### src/rtl/mac_result_capture.sv
// Captures {a, b, d} triples from an approximate MAC, aligned by MAC_LATENCY, into a FWFT FIFO.
// Optional reference-accumulator checking is built when CAPTURE_CHECK_EN is defined.
module mac_result_capture #(
  parameter int OP_BITWIDTH        = 32,
  parameter int DATA_PATH_BITWIDTH = 32,
  parameter int MAC_LATENCY        = 1,
  parameter int DEPTH              = 16,
  parameter int CNT_W              = 16
) (
  input  logic                          clk,
  input  logic                          rst,
  input  logic                          in_valid,
  input  logic [OP_BITWIDTH-1:0]        a,
  input  logic [OP_BITWIDTH-1:0]        b,
  input  logic                          acc_clr,
  input  logic [DATA_PATH_BITWIDTH-1:0] d,
  input  logic                          flush,
  output logic                          out_valid,
  input  logic                          out_ready,
  output logic [OP_BITWIDTH-1:0]        out_a,
  output logic [OP_BITWIDTH-1:0]        out_b,
  output logic [DATA_PATH_BITWIDTH-1:0] out_d,
  output logic                          overflow,
  output logic [CNT_W-1:0]              sample_cnt,
  output logic [CNT_W-1:0]              drop_cnt,
  output logic [CNT_W-1:0]              err_cnt
);

  localparam int AW      = $clog2(DEPTH);
  localparam int PW      = AW + 1;
  localparam int ENTRY_W = 2 * OP_BITWIDTH + DATA_PATH_BITWIDTH;

  function automatic logic [CNT_W-1:0] sat_inc(input logic [CNT_W-1:0] v, input logic en);
    return (en && (v != '1)) ? v + CNT_W'(1) : v;
  endfunction

  // ---------------------------------------------------------------------------
  // Operand alignment pipeline
  // ---------------------------------------------------------------------------
  logic [MAC_LATENCY-1:0] v_pipe_q;
  logic [MAC_LATENCY-1:0] clr_pipe_q;
  logic [OP_BITWIDTH-1:0] a_pipe_q [MAC_LATENCY];
  logic [OP_BITWIDTH-1:0] b_pipe_q [MAC_LATENCY];

  logic                   av;
  logic                   aclr;
  logic [OP_BITWIDTH-1:0] aa;
  logic [OP_BITWIDTH-1:0] ab;

  always_ff @(posedge clk or posedge rst) begin
    if (rst) begin
      v_pipe_q   <= '0;
      clr_pipe_q <= '0;
    end else if (flush) begin
      v_pipe_q   <= '0;
      clr_pipe_q <= '0;
    end else begin
      v_pipe_q[0]   <= in_valid;
      clr_pipe_q[0] <= acc_clr;
      for (int i = 1; i < MAC_LATENCY; i++) begin
        v_pipe_q[i]   <= v_pipe_q[i-1];
        clr_pipe_q[i] <= clr_pipe_q[i-1];
      end
    end
  end

  // Operand data is qualified by v_pipe_q, so it needs no reset.
  always_ff @(posedge clk) begin
    a_pipe_q[0] <= a;
    b_pipe_q[0] <= b;
    for (int i = 1; i < MAC_LATENCY; i++) begin
      a_pipe_q[i] <= a_pipe_q[i-1];
      b_pipe_q[i] <= b_pipe_q[i-1];
    end
  end

  assign av   = v_pipe_q[MAC_LATENCY-1];
  assign aclr = clr_pipe_q[MAC_LATENCY-1];
  assign aa   = a_pipe_q[MAC_LATENCY-1];
  assign ab   = b_pipe_q[MAC_LATENCY-1];

  // ---------------------------------------------------------------------------
  // FIFO control
  // ---------------------------------------------------------------------------
  logic [PW-1:0] wr_ptr_q, wr_ptr_d;
  logic [PW-1:0] rd_ptr_q, rd_ptr_d;
  logic          empty;
  logic          full;
  logic          pop;
  logic          push_ok;
  logic          drop;

  assign empty   = (wr_ptr_q == rd_ptr_q);
  assign full    = (wr_ptr_q[AW] != rd_ptr_q[AW]) && (wr_ptr_q[AW-1:0] == rd_ptr_q[AW-1:0]);
  assign pop     = out_valid && out_ready && !flush;
  assign push_ok = av && (!full || pop) && !flush;
  assign drop    = av && full && !pop && !flush;

  always_comb begin
    // NOTE: every always_comb output gets a default first so no path can infer a latch.
    wr_ptr_d = wr_ptr_q;
    rd_ptr_d = rd_ptr_q;
    if (flush) begin
      wr_ptr_d = '0;
      rd_ptr_d = '0;
    end else begin
      if (push_ok) wr_ptr_d = wr_ptr_q + PW'(1);
      if (pop)     rd_ptr_d = rd_ptr_q + PW'(1);
    end
  end

  always_ff @(posedge clk or posedge rst) begin
    // NOTE: state registers use non-blocking assignments so every flop samples pre-edge values.
    if (rst) begin
      wr_ptr_q <= '0;
      rd_ptr_q <= '0;
    end else begin
      wr_ptr_q <= wr_ptr_d;
      rd_ptr_q <= rd_ptr_d;
    end
  end

  // ---------------------------------------------------------------------------
  // Storage and head read-out
  // ---------------------------------------------------------------------------
  logic [ENTRY_W-1:0]            mem_q [DEPTH];
  logic [OP_BITWIDTH-1:0]        head_a;
  logic [OP_BITWIDTH-1:0]        head_b;
  logic [DATA_PATH_BITWIDTH-1:0] head_d;

  // NOTE: the RAM is deliberately not reset; pointers alone define which entries are valid.
  always_ff @(posedge clk) begin
    if (push_ok) mem_q[wr_ptr_q[AW-1:0]] <= {aa, ab, d};
  end

  assign {head_a, head_b, head_d} = mem_q[rd_ptr_q[AW-1:0]];

  // Gating the head keeps outputs at zero while empty, including straight out of reset.
  assign out_valid = !empty;
  assign out_a     = out_valid ? head_a : '0;
  assign out_b     = out_valid ? head_b : '0;
  assign out_d     = out_valid ? head_d : '0;

  // ---------------------------------------------------------------------------
  // Status counters
  // ---------------------------------------------------------------------------
  logic             overflow_q, overflow_d;
  logic [CNT_W-1:0] sample_cnt_q, sample_cnt_d;
  logic [CNT_W-1:0] drop_cnt_q, drop_cnt_d;

  always_comb begin
    overflow_d   = overflow_q | drop;
    sample_cnt_d = sat_inc(sample_cnt_q, push_ok);
    drop_cnt_d   = sat_inc(drop_cnt_q, drop);
    if (flush) begin
      overflow_d   = 1'b0;
      sample_cnt_d = '0;
      drop_cnt_d   = '0;
    end
  end

  always_ff @(posedge clk or posedge rst) begin
    if (rst) begin
      overflow_q   <= 1'b0;
      sample_cnt_q <= '0;
      drop_cnt_q   <= '0;
    end else begin
      overflow_q   <= overflow_d;
      sample_cnt_q <= sample_cnt_d;
      drop_cnt_q   <= drop_cnt_d;
    end
  end

  assign overflow   = overflow_q;
  assign sample_cnt = sample_cnt_q;
  assign drop_cnt   = drop_cnt_q;

  // ---------------------------------------------------------------------------
  // Reference checking
  // ---------------------------------------------------------------------------
`ifdef CAPTURE_CHECK_EN
  logic signed [2*OP_BITWIDTH-1:0] prod;
  logic [DATA_PATH_BITWIDTH-1:0]   prod_trunc;
  logic [DATA_PATH_BITWIDTH-1:0]   ref_sum;
  logic [DATA_PATH_BITWIDTH-1:0]   ref_acc_q, ref_acc_d;
  logic [CNT_W-1:0]                err_cnt_q, err_cnt_d;

  assign prod       = $signed(aa) * $signed(ab);
  assign prod_trunc = DATA_PATH_BITWIDTH'(prod);
  // A clear arriving with an operand applies to that operand, matching the MAC's own clear.
  assign ref_sum    = (aclr ? '0 : ref_acc_q) + prod_trunc;

  always_comb begin
    ref_acc_d = ref_acc_q;
    err_cnt_d = err_cnt_q;
    if (flush) begin
      ref_acc_d = '0;
      err_cnt_d = '0;
    end else if (av) begin
      ref_acc_d = ref_sum;
      err_cnt_d = sat_inc(err_cnt_q, d != ref_sum);
    end else if (aclr) begin
      ref_acc_d = '0;
    end
  end

  always_ff @(posedge clk or posedge rst) begin
    if (rst) begin
      ref_acc_q <= '0;
      err_cnt_q <= '0;
    end else begin
      ref_acc_q <= ref_acc_d;
      err_cnt_q <= err_cnt_d;
    end
  end

  assign err_cnt = err_cnt_q;
`else
  logic unused_aclr;

  assign unused_aclr = aclr;
  assign err_cnt     = '0;
`endif

endmodule

### config.mk
export PLATFORM = sky130hd
export DESIGN_NAME = mac_result_capture
export DESIGN_NICKNAME = d
export VERILOG_FILES = /design/src/rtl/mac_result_capture.sv
export SDC_FILE = /design/constraint.sdc
export NUM_CORES = 1
export LEC_CHECK = 0
export CAP_MARGIN = 20
export CORE_UTILIZATION = 60
export DETAILED_ROUTE_END_ITERATION = 10
export PLACE_DENSITY = 0.81
export SYNTH_ARGS = -nofsm -noshare
export SYNTH_HDL_FRONTEND = slang
export SYNTH_SLANG_ARGS = --single-unit
export TNS_END_PERCENT = 5
### constraint.sdc
create_clock -name clk -period 7.5 [get_ports clk]
set_input_delay 1.125 -clock clk [delete_from_list [all_inputs] [get_ports clk]]
set_output_delay 1.125 -clock clk [all_outputs]
set_load 0.05 [all_outputs]
# After elaboration in Yosys (flattened, before gate mapping)
# Memory sizes are Yosys's and may differ from the RTL's.
# Index checks and enable logic that the tools add are counted.
dict set report totals {
  reg_bits 44
  n_memories 3
  output_inout_bits 146
  in_bits 102
  ramBits 1600
}
dict set report op_classes {
  n_eq_ne 5
  mux 15
  bitwise_logic 1
  n_addsub 4
  reduce_logical 19
}
# name words width read_ports rd_ports_with_merged_regs write_ports line_no
set mem_list {}
lappend mem_list {mem_q 16 96 1 0 1 126} ;# logic [ENTRY_W-1:0] mem_q [DEPTH];
lappend mem_list {a_pipe_q 1 32 1 0 1 42} ;# logic [OP_BITWIDTH-1:0] a_pipe_q [MAC_LATENCY];
lappend mem_list {b_pipe_q 1 32 1 0 1 43} ;# logic [OP_BITWIDTH-1:0] b_pipe_q [MAC_LATENCY];
# cell n
set ops {}
lappend ops {{$mux 32} 3}
lappend ops {{$mux 16} 4}
lappend ops {{$add 16x1->16 const B} 2}
lappend ops {{$ne 16x16->1 const B} 2}
lappend ops {{$mux 5} 4}
lappend ops {{$add 5x1->5 const B} 2}
lappend ops {{$logic_and 1x1->1} 10}
lappend ops {{$reduce_bool 2->1} 4}
lappend ops {{$eq 5x5->1} 1}
lappend ops {{$eq 4x4->1} 1}
lappend ops {{$logic_not 1->1} 4}
lappend ops {{$mux 1} 4}
lappend ops {{$logic_or 1x1->1} 1}
lappend ops {{$ne 1x1->1} 1}
lappend ops {{$or 1x1->1} 1}

# Depth between registers and ports, before layout
dict set report depth {
  ltp_word 10
  depth_mapped 9
  mapped_depth_nobuf 6
}

# Worst setup path before layout
# No wires, ideal clock.
dict set report synth_timing {
  path_kind {in2reg}
  start {in flush}
  end {mem mem_q[11][0] (netlist bit) (enable)}
  path_slack_ps 2489
  arrival_time_ps 4545
  required_time_ps 7034
  setup_ps 466
  path_buffers 2
  path_stages 5
  path_cell_list {clkbuf_1 -> nor2b_1 -> a21boi_1 -> clkbuf_1 -> and3_1}
}
dict set report synth_between {
  elab_chain_len 7
}
# item line_no
set synth_rtl {}
lappend synth_rtl {{start: declaration} 17} ;# input logic flush,
lappend synth_rtl {{$logic_not 1->1 *} {95, 96}}
lappend synth_rtl {{$logic_and 1x1->1} 95} ;# assign pop = out_valid && out_ready && !flush;
lappend synth_rtl {{$logic_or 1x1->1} 96} ;# assign push_ok = av && (!full || pop) && !flush;
lappend synth_rtl {{$logic_and 1x1->1} 96}
lappend synth_rtl {{$logic_and 1x1->1 *} 96}
lappend synth_rtl {{$mux 1 *} 133} ;# if (push_ok) mem_q[wr_ptr_q[AW-1:0]] <= {aa, ab, d};
lappend synth_rtl {{$mux 1 (not written as such) *} 133}
lappend synth_rtl {{end: declaration} 126}
# Every way passes the cells marked *; elsewhere a longest branch is shown, timed or not.

# Worst setup path after layout
dict set report layout_timing {
  start {reg rd_ptr_q[1]}
  end {out out_a[7]}
}
dict set report layout_between {
  elab_chain_len 2
}
# item line_no
set layout_rtl {}
lappend layout_rtl {{start: declaration} 86} ;# logic [PW-1:0] rd_ptr_q, rd_ptr_d;
lappend layout_rtl {{start signal: assignment} 119} ;# rd_ptr_q <= rd_ptr_d;
lappend layout_rtl {{$mem_v2 16x96 / $eq 5x5->1 (equally long branches)} n/a}
lappend layout_rtl {{$mux 32 *} 140} ;# assign out_a = out_valid ? head_a : '0;
lappend layout_rtl {{end: declaration} 20} ;# output logic [OP_BITWIDTH-1:0] out_a,
# Marks and branches as above.

==> metrics.md <==
| Metric | Value |
|---|---|
| Ys async rst share | under 10% |
| Register bit total from synthesis | between 1.5k and 2k |
| Drt via density | around 6.7 |
| Required time worst endpoint | about 6.4 ns |
| Cell Area, Synth | ~60000 um^2 |
| WHS Path Cells | 1 |
| Total grt overflow | 0 |
| Compound-cell area share of the yosys netlist | under 10% |
| Initial antenna violation count | 13 |
| Fraction of layout instances using a drive strength above 1 | 21.5% |
| Post-synth EDFFs | between 1.5k and 2k |
| Reg2Reg Depth | 6 |
| Antenna-violating nets left | 0 |
| Clock buffer depth | 3 |
| Final WL | 144000 um |
| First-pass GRT wire length | about 210000 um |
| Met1 wire length | 50000 um |
| Post-synthesis simple-gate area fraction | 1.22% |
| TNS Setup | 0 ns |
| Period minus WS final | 5.51 ns |
| Buffers & Inverters on Critical Path | 2 |
| WS Path Type | reg -> out |
| Synth Area in Adders | 0.143% |
| Count of final hold-check violations | 0 |
| Synth cell count leaders | edfxtp_1, mux4_2, a22oi_1, a21oi_1, clkbuf_1 |
| Xor/xnor cell area share of the yosys netlist | 0.183% |
| Via count | approximately 30k |
| Post-synth top area cell | edfxtp_1 |
| Cells after synthesis | 2723 |
| Core region area | 101000 um^2 |
| Initial Util | 60.9% |
| CP peak stage delay | slightly below 0.9 ns |
| Met3 WL | between 10000 and 15000 um |
| Critical path, cell by cell | xnor2_1 > nand4_1 > nor2_4 > buf_12 > a21oi_1 > clkdlybuf4s50_1 |
| Post-CTS Setup Inserts | 0 |
| Critical path's top delay family | buffers and inverters |
| Clk root buf | clkbuf_16 |
| Clock Pin Slew Worst Setup and Hold Paths | ~0.060 ns |
| Highest Signal Layer | met5 |
| Critical Path Start Type | flop |
| Final Max Tran Viols | 0 |
| Slew HR | 24.0% |
| Fmax | 182 MHz |
| Crit share post-route | between 70% and 80% |
| Fillers | around 5.8k |
| Worst Max-Slew Pin Slew | 1.14 ns |
| Vias in the first global route | around 31k |
| Hold WS | 0.534 ns |
| Count leader, synth | edfxtp_1 |
| Number of detailed-route iterations in the first pass | 6 |
| Die height | approximately 320 um |
| Number of max-cap violations | 0 |
| Post-cts resize count | 0 |
| CP max stage cell | clkdlybuf4s50_1 |
| Peak VDD IR | approximately 0.24 mV |
| # IOs | about 250 |
| Placer Congestion | 0.800 |
| Dominant cells by area after synthesis | edfxtp_1, mux4_2, a22oi_1 |
| Setup-failing EPs final | 0 |
| Chip Width | between 300 and 400 um |
| Largest family of logic cells by synthesized area | multiplexers |
| Row count | 116 |
| Avg WL per Cell | between 30 and 40 um |
| Synth top area share | 75.1% |
| Starting DRT DRC Count | between 3k and 4k |
| CP endpoint kind | output port |
| Pwr dens | ~280 nW/um^2 |
| Seq/Total Area, Yosys | 79.0% |
| H-tree levels | 4 |
| CP max FO | 97 |
| Total track usage | 28.3% |
| CP Data Arrival Time | about 4.4 ns |
| Worst hold path class | reg -> reg |
| Pleak | between 20 and 25 nW |
| Ys flop type | edfxtp_1 |
| Port Buffers | 230 |
| Mux contribution to synthesized area | roughly 14% |
| CTS Hold Bufs | 0 |
| Largest net degree at the start of global routing | between 150 and 200 |
| CTS Buf Count | 155 |
| Status | complete, no violations |
| Nets | ~3.1k |
| Syn_area_per_cell | ~23 um^2 |
| Clock latency on the worst-skew pair | slightly below 0.8 ns |
| Total die area | around 100000 um^2 |
| Synth warn | 0 |
| Synth-to-Final Area Change | 14.4% |
| Critical path depth | 6 |
| Met2 wire length | between 70000 and 80000 um |
| RSZ-0062 raised after global routing | false |
| DRC Markers | 0 |
| Worst clock skew | approximately 0.030 ns |
| Clock sinks | roughly 1.6k |
| TritonCTS clock tree | done |
| DPL Wire Length | about 66000 um |
| Cell variety after synth | 52 |
-- layout by cell type, fill, tap and decap left out, types with 16 or more instances in the layout --
cell / count
edfxtp_1: 1536
mux4_2: 384
clkdlybuf4s50_1: 230
a22oi_1: 192
clkbuf_16: 155
a21oi_1: 121
dfxtp_1: 64
clkbuf_1: 44
dfrtp_1: 42
clkinv_1: 30
buf_4: 22
buf_12: 19
clkinv_2: 18
or4_1: 17
and3_4: 16
conb_1: 16
-- layout make-up --
class	instances	area [um^2]	share of cell area, %
Antenna cell	4	10.0	0.0142
Clock buffer	208	4170	5.93
Clock inverter	75	747	1.06
Inverter	14	52.6	0.0748
Multi-Input combinational cell	909	12200	17.4
Sequential cell	1644	48500	69.1
Tap cell	1357	1700	2.42
Timing Repair Buffer	271	2850	4.05
-- per-layer routing --
layer,vias up,global-route usage (%)
met5,-,0
met4,18,11.5
met3,304,6.07
met2,2012,47.5
met1,15700,36.4
li1,12100,-
-- power by group --
| part | switching (mW) | internal [mW] | total [mW] |
|---|---|---|---|
| logic | 1.09 | 0.508 | 1.60 |
| clock network | 3.39 | 4.19 | 7.58 |
| registers | 0.0895 | 10.1 | 10.2 |
| total | 4.57 | 14.8 | 19.3 |
-- sequential cells by signal (all words and copies together) (netlist names) --
| register | count |
|---|---|
| drop_cnt | 16 |
| a_pipe_q | 32 |
| av | 1 |
| rd_ptr_q | 5 |
| mem_q | 1536 |
| b_pipe_q | 32 |
| sample_cnt | 16 |
| wr_ptr_q | 5 |
| overflow | 1 |
-- through the flow --
stage	worst slack, ns	utilization [%]	power [mW]	cells	area (um^2)
3_3_place_gp	2.22	64.8	11.9	4194	65300
5_1_grt	1.79	69.7	19.8	4482	70200
3_5_place_dp	2.08	64.8	11.9	4194	65300
6_report	1.99	69.7	19.3	4482	70200
4_1_cts	1.96	69.7	19.4	4477	70200
2_1_floorplan	2.49	-	11.3	2738	61400
-- final timing paths --
kind,endpoint,slack (ns),startpoint
worst min-delay path,drop_cnt[15]$_DFFE_PP0P_,0.53,drop_cnt[15]$_DFFE_PP0P_
max in group asynchronous,rd_ptr_q[2]$_DFFE_PP0P_,6.26,rst
worst min register to register,drop_cnt[15]$_DFFE_PP0P_,0.53,drop_cnt[15]$_DFFE_PP0P_
worst max-delay path,out_a[7],1.99,rd_ptr_q[1]$_DFFE_PP0P_
min in group asynchronous,drop_cnt[12]$_DFFE_PP0P_,0.80,rst
worst max register to register,mem_q[10][87]$_DFFE_PP_,3.53,rd_ptr_q[1]$_DFFE_PP0P_
-- cell families (layout without fill, tap and decap cells) --
group                      Yosys count  after routing
and+or+nand+nor                    125            125
muxes                              389            389
other                                1             20
DFF                               1644           1644
xor gates and xnor gates            12             12
adders and majority gates            7              7
AOI/OAI and AO/OA                  360            360
buffers and inverters              185            568
-- worst reg2reg max path, stage by stage (launching register included) --
cell	delay, ns
dfrtp_4	0.87
xnor2_1	0.19
and4_1	0.27
a21boi_1	0.39
buf_4	0.29
and3_4	0.86
buf_4	0.71
(Power assumes the default switching activity.)
